File: src/rtl/packer_pkg.sv
// Shared definitions for the byte packer.
//
// Contents:
//   default_width_c      default bits per input element
//   default_lanes_c      default elements per packed output word
//   lanes_cnt_width()    width of a count that spans 0..lanes inclusive
package packer_pkg;

    localparam int unsigned default_width_c = 8;
    localparam int unsigned default_lanes_c = 4;

    function automatic int unsigned lanes_cnt_width(input int unsigned lanes);
        return $clog2(lanes + 1);
    endfunction

endpackage

File: src/rtl/byte_packer.sv
// Packs lanes_p consecutive width_p-bit elements from a yumi-style upstream
// (fifo producer side) into one wide row word for the systolic-array feeder.
// An accumulator collects lanes 0..lanes_p-2; the final element bypasses the
// accumulator straight into a one-entry output register, so one element per
// cycle is sustained with no bubble at word boundaries. A flush pulse emits
// any partial word, zero-padded, with lanes_valid_o giving the filled count.
//
// Ports:
//   clk_i          clock
//   reset_i        synchronous, active-high reset
//   valid_i        upstream element available
//   data_i         upstream element
//   yumi_o         element consumed this cycle
//   flush_i        one-cycle pulse: emit any partial word
//   ready_i        downstream can accept the output word
//   valid_o        output word held
//   data_o         packed word, lane k at [k*width_p +: width_p]
//   lanes_valid_o  number of filled lanes in data_o (1..lanes_p)
module byte_packer
    import packer_pkg::*;
#(
    parameter int unsigned width_p = default_width_c,
    parameter int unsigned lanes_p = default_lanes_c
) (
    input  logic                                 clk_i,
    input  logic                                 reset_i,
    input  logic                                 valid_i,
    input  logic [width_p-1:0]                   data_i,
    output logic                                 yumi_o,
    input  logic                                 flush_i,
    input  logic                                 ready_i,
    output logic                                 valid_o,
    output logic [width_p*lanes_p-1:0]           data_o,
    output logic [lanes_cnt_width(lanes_p)-1:0]  lanes_valid_o
);

    localparam int unsigned cnt_w  = lanes_cnt_width(lanes_p);
    localparam int unsigned word_w = width_p * lanes_p;
    localparam logic [cnt_w-1:0] last_cnt = cnt_w'(lanes_p - 1);
    localparam logic [cnt_w-1:0] full_cnt = cnt_w'(lanes_p);

    logic [word_w-1:0] acc_r;
    logic [cnt_w-1:0]  acc_cnt_r;
    logic              flush_pend_r;

    logic out_free;
    logic at_last;
    logic load_full;
    logic load_flush;

    always_comb begin
        out_free   = ~valid_o | ready_i;
        at_last    = (acc_cnt_r == last_cnt);
        // The final element needs the output slot; earlier ones only need
        // the accumulator, which is always free.
        yumi_o     = valid_i & ~reset_i & ~flush_pend_r & (~at_last | out_free);
        load_full  = yumi_o & at_last;
        // yumi_o is held low while a flush is pending, so load_full and
        // load_flush can never fire together.
        load_flush = flush_pend_r & out_free & (acc_cnt_r != '0);
    end

    // Accumulator: lanes 0..lanes_p-2 only; the top lane stays zero so a
    // flushed partial word is already padded.
    always_ff @(posedge clk_i) begin
        if (reset_i) begin
            acc_r     <= '0;
            acc_cnt_r <= '0;
        end else if (load_flush) begin
            acc_r     <= '0;
            acc_cnt_r <= '0;
        end else if (yumi_o) begin
            if (at_last) begin
                acc_r     <= '0;
                acc_cnt_r <= '0;
            end else begin
                for (int unsigned k = 0; k < lanes_p - 1; k++) begin
                    if (acc_cnt_r == cnt_w'(k)) begin
                        acc_r[k*width_p +: width_p] <= data_i;
                    end
                end
                acc_cnt_r <= acc_cnt_r + 1'b1;
            end
        end
    end

    // A pending flush resolves the first cycle the output slot is free,
    // whether or not there is anything to emit; further flush pulses while
    // pending are absorbed.
    always_ff @(posedge clk_i) begin
        if (reset_i) begin
            flush_pend_r <= 1'b0;
        end else if (flush_pend_r) begin
            if (out_free) begin
                flush_pend_r <= 1'b0;
            end
        end else if (flush_i) begin
            flush_pend_r <= 1'b1;
        end
    end

    // One-entry output register; a new word may load in the same edge the
    // previous one transfers.
    always_ff @(posedge clk_i) begin
        if (reset_i) begin
            valid_o       <= 1'b0;
            data_o        <= '0;
            lanes_valid_o <= '0;
        end else if (load_full) begin
            valid_o       <= 1'b1;
            data_o        <= {data_i, acc_r[word_w-width_p-1:0]};
            lanes_valid_o <= full_cnt;
        end else if (load_flush) begin
            valid_o       <= 1'b1;
            data_o        <= acc_r;
            lanes_valid_o <= acc_cnt_r;
        end else if (ready_i) begin
            valid_o       <= 1'b0;
        end
    end

endmodule

File: config.mk
export PLATFORM = sky130hd
export DESIGN_NAME = byte_packer
export DESIGN_NICKNAME = d
export VERILOG_FILES = /design/src/rtl/packer_pkg.sv /design/src/rtl/byte_packer.sv
export SDC_FILE = /design/constraint.sdc
export NUM_CORES = 1
export LEC_CHECK = 0
export ABC_AREA = 1
export CAP_MARGIN = 20
export CORE_UTILIZATION = 40
export CTS_BUF_LIST = sky130_fd_sc_hd__clkbuf_8
export DETAILED_ROUTE_END_ITERATION = 10
export GPL_ROUTABILITY_DRIVEN = 0
export PLACE_DENSITY = 0.68
export SLEW_MARGIN = 20
export SYNTH_ARGS = -nofsm -noshare
export SYNTH_HDL_FRONTEND = slang
export SYNTH_SLANG_ARGS = --single-unit
File: constraint.sdc
create_clock -name clk_i -period 3 [get_ports clk_i]
set_input_delay 0.3 -clock clk_i [delete_from_list [all_inputs] [get_ports clk_i]]
set_output_delay 0.3 -clock clk_i [all_outputs]
set_load 0.01 [all_outputs]
Word-level counts from Yosys, hierarchy flattened:

Cells that the tools add are included.

* register bits: 64
* latch bits: 0
* RAM bits: 0
* ROM bits: 0
* input bits: 13
* output and inout bits: 37
* logic and storage cells: 52
* memories: 0

* $add $sub $neg: 1
* multipliers: 0
* divide/modulo/power cells: 0
* order comparisons: 0
* equality and inequality tests: 3
* shift operators: 0
* multiplexer cells: 15
* bitwise operators: 12
* reduce and logical (&&, ||, !) cells: 12

Operators with widths (count)
* $mux W32: 2
* $mux W24: 1
* $mux W8: 3
* $mux W3: 3
* $reduce_bool A2 Y1: 4
* $and A1 B1 Y1: 6
* $eq A3 B2 Y1 const B: 2
* $mux W1: 6
* $reduce_and A2 Y1: 3
* $reduce_bool A3 Y1: 2
* $not A1 Y1: 4
* $reduce_or A2 Y1: 2
* $add A3 B1 Y3 const B: 1
* $eq A3 B1 Y1 const B: 1
* $logic_not A3 Y1: 1
* $or A1 B1 Y1: 2

Longest topological paths before layout:

* depth after elaboration: 6
* depth in mapped cells: 10
* gate-level depth less buffers: 8

Worst setup path before layout:

OpenSTA, ideal clock, no wires.

* kind: register to output
* start: register acc_cnt_r[1]
* end: output port yumi_o
* data arrival time: 1263 ps
* required time: 2700 ps
* path slack: 1437 ps
* cell stages (with the launch flop): 8
* buffers on the path: 1
* cells stage by stage: dfxtp_1 ha_1 inv_1 nor2_4 nand2_1 buf_2 nand2_1 inv_1

* cells in the longest elaborated chain, start to end: 4

Ends and longest elaborated chain
* start: declaration: RTL line byte_packer.sv:43 `logic [cnt_w-1:0] acc_cnt_r;`
* start signal: assignment: RTL line byte_packer.sv:82 `acc_cnt_r <= acc_cnt_r + 1'b1;`
* $eq A3 B2 Y1: RTL line byte_packer.sv:53 `at_last = (acc_cnt_r == last_cnt);`
* $not A1 Y1: RTL line byte_packer.sv:56 `yumi_o = valid_i & ~reset_i & ~flush_pend_r & (~at_last | out_free);`
* $or A1 B1 Y1: RTL line byte_packer.sv:56
* $and A1 B1 Y1: RTL line byte_packer.sv:56
* end: declaration: RTL line byte_packer.sv:29 `output logic yumi_o,`

No other way between the ends.

Worst setup path after layout:

Ends and elaborated chain as after synthesis.

==> impl_metrics.env <==
export IMPL_status="finished clean"
export IMPL_drive_gt1_share_pct=6.19
export IMPL_hpwl_mm=3.96
export IMPL_synth_top_area_share_pct=44.4
export IMPL_clk_pin_slew_ns=0.06
export IMPL_worst_path_max_fanout=18
export IMPL_route_detailed_drc=0
export IMPL_ios=50
export IMPL_crit_chain="ha_1 -> inv_1 -> nor2_4 -> nand2_1 -> nand2_1 -> inv_1 -> clkdlybuf4s50_1"
export IMPL_cp_arrival_ns=2.14
export IMPL_cp_slowest_cell="clkdlybuf4s50_1"
export IMPL_fill_cells=673
export IMPL_endpoint_kind="output pin"
export IMPL_dieHeight_um=86.9
export IMPL_row_count=30
export IMPL_ys_seq_area_share_pct=44.4
export IMPL_synth_seq_cells=64
export IMPL_postRouteAntennaNets=0
export IMPL_path_class="flop to output pin"
export IMPL_required_ns=2.70
export IMPL_fin_setup_tns_ns=0
export IMPL_drtIter0Drc=138
export IMPL_yosys_top_cells_count="81 x nand2_1, 64 x dfxtp_1, 64 x nor2_1, 59 x inv_1, 44 x a21oi_1"
export IMPL_cts_htree_levels=3
export IMPL_power_frac_seq_pct=53.3
export IMPL_crit_family="buffers and inverters"
export IMPL_cts_resized=0
export IMPL_cts_tree="built"
export IMPL_switching_share_pct=24.8
export IMPL_netlist_area_um2=2880
export IMPL_yosys_cell_count_top_type="nand2_1"
export IMPL_powerDensity_nw_per_um2=473
export IMPL_wl_per_cell_um=11.0
export IMPL_io_buffers=49
export IMPL_initial_utilization_pct=42.0
export IMPL_cpPeakStageDelay_ns=0.47
export IMPL_synth_area_top_cells="dfxtp_1 44%, nand2_1 11%, nor2_1 8.3%"
export IMPL_avgSynthCellArea_um2=7.05
export IMPL_fin_area_um2=3540
export IMPL_fmax_ghz=0.410
export IMPL_fin_crit_sh_pct=81.4
export IMPL_clock_path_buffers=2
export IMPL_dieArea_um2=7550
export IMPL_yosys_warnings=0
export IMPL_grt_pass1_vias=2209
export IMPL_rsz0062_at_grt="no"
export IMPL_synth_edf_count=0
export IMPL_leakagePower_nw=1.63
export IMPL_holdBufCountCts=0
export IMPL_post_cts_setup_buffer_count=0
export IMPL_finalMaxSlewViolations=0
export IMPL_pwr_share_comb_pct=11.1
export IMPL_max_vdd_ir_drop_mv=0.232
export IMPL_grt_util_all_layers_pct=17.5
export IMPL_fin_worst_skew_ns=0.00503
export IMPL_drt_total_wl_mm=6.03
export IMPL_root_buffer="clkbuf_8"
export IMPL_coreArea_um2=6870
export IMPL_finalHoldWorstSlack_ns=0.467
export IMPL_areaGrowthSynthToFinish_pct=22.9
export IMPL_num_vias=2545
export IMPL_hold_violations=0
export IMPL_power_switching_w=0.000416
export IMPL_numCtsBuffers=9
export IMPL_mappedNetlistNets=425
export IMPL_antenna_cells=0
export IMPL_crit_path_start_kind="flop"
export IMPL_grt_max_degree=60
export IMPL_yosys_area_top_type="dfxtp_1"
export IMPL_die_w_um=86.9
export IMPL_viasPerCell=4.64
export IMPL_fin_nets=465
export IMPL_finalWorstSetupSlack_ns=0.559
export IMPL_max_slew_margin_rel_pct=58.7
export IMPL_dr_pass1_iters=5
export IMPL_grt_pass1_wl_mm=10.1
export IMPL_p_int_w=0.00126
export IMPL_clock_latency_ns=0.33
export IMPL_critPathBufInv=3
export IMPL_antenna_found_initial=0
export IMPL_synthDistinctLibCells=22
export IMPL_placed_area_um2=3390
export IMPL_worstMarginPinSlew_ns=0.619
export IMPL_setup_violations_final=0
export IMPL_max_cap_violations=0
export IMPL_cts_sinks=64
export IMPL_ys_flop_type="dfxtp_1"
export IMPL_p_clk_share_pct=35.6
export IMPL_hold_class="flop to flop"
export IMPL_ys_async_sr_fraction_pct=0
export IMPL_gr_total_overflow=0
export IMPL_dp_slack_ns=0.509
export IMPL_period_needed_ns=2.44
export IMPL_postSynthCellCount=409
[area by class of cell]
| type | count | area (um2) | share of cell area [%] |
|---|---|---|---|
| clock buffers | 10 | 138 | 3.88 |
| clock inverters | 4 | 16.3 | 0.459 |
| inverters | 62 | 234 | 6.60 |
| multi-input cells | 259 | 1230 | 34.8 |
| flip-flops and latches | 64 | 1280 | 36.1 |
| well taps | 96 | 120 | 3.39 |
| repair buffers | 53 | 520 | 14.7 |
[routing by layer]
metal	vias up	global-route usage, %	part of all wire, %
met4	0	6.82	1.5
met1	1129	22.7	49
met2	48	27.3	46
li1	1360	-	-
met5	-	0	0
met3	8	5.21	4.3
[cells in the final DEF, fill, tap and decap left out, types with 4 or more instances in the layout]
cell type        instances
a21oi_1                 44
clkbuf_8                10
nand3_1                 34
inv_1                   62
nand2_1                 81
dfxtp_1                 64
nand4_1                 18
nor2_1                  64
buf_4                    4
clkdlybuf4s50_1         49
[power by group through the flow]
stage / Combinational [W] / Clock (W) / Sequential, W
3_5_place_dp: 0.000188 / 0 / 0.000914
6_report: 0.000186 / 0.000597 / 0.000894
3_3_place_gp: 0.000183 / 0 / 0.000913
5_1_grt: 0.000209 / 0.000654 / 0.000897
4_1_cts: 0.000188 / 0.000615 / 0.000895
2_1_floorplan: 0.000111 / 0 / 0.000918
[path summary, 6_finish.rpt]
kind / slack, ns / to / cells past startpoint / start
max: 0.56 / yumi_o / 7 / acc_cnt_r[1]$_SDFFE_PP0P_
min: 0.47 / acc_r[2]$_SDFFE_PP0P_ / 2 / acc_r[2]$_SDFFE_PP0P_
max reg2reg: 0.89 / data_o[19]$_SDFFE_PP0P_ / 6 / acc_cnt_r[1]$_SDFFE_PP0P_
min reg2reg: 0.47 / acc_r[2]$_SDFFE_PP0P_ / 2 / acc_r[2]$_SDFFE_PP0P_
[worst reg2reg max path, delay by kind of cell, from the launching register on]
kind / cells / cell delay (ns)
buffers and inverters: 1 / 0.08
DFF: 1 / 0.40
AOI/OAI and AO/OA: 1 / 0.36
adders and majority gates: 1 / 0.22
and+or+nand+nor: 3 / 0.95
[kinds of logic after synthesis]
kind of cell / count (synthesis) / share of synthesized area, %
and+or+nand+nor: 207 / 32.9
buffers and inverters: 86 / 12.8
DFF: 64 / 44.4
AOI/OAI and AO/OA: 49 / 8.59
adders and majority gates: 3 / 1.30
[flip-flops by register name, indices dropped and copies added, names as in the netlist]
register / cells
data_o: 32
acc_r: 24
acc_cnt_r: 3
lanes_valid_o: 3
flush_pend_r: 1
valid_o: 1
[metrics by stage]
step,utilization (%),instances,power (W)
after floorplan,-,409,0.00103
after global placement,49.4,534,0.00110
after detailed placement,49.4,534,0.00110
after CTS,51.6,548,0.00170
after global routing,51.6,548,0.00176
final,51.6,548,0.00168
Note: power is estimated with default switching activity, not from simulation.
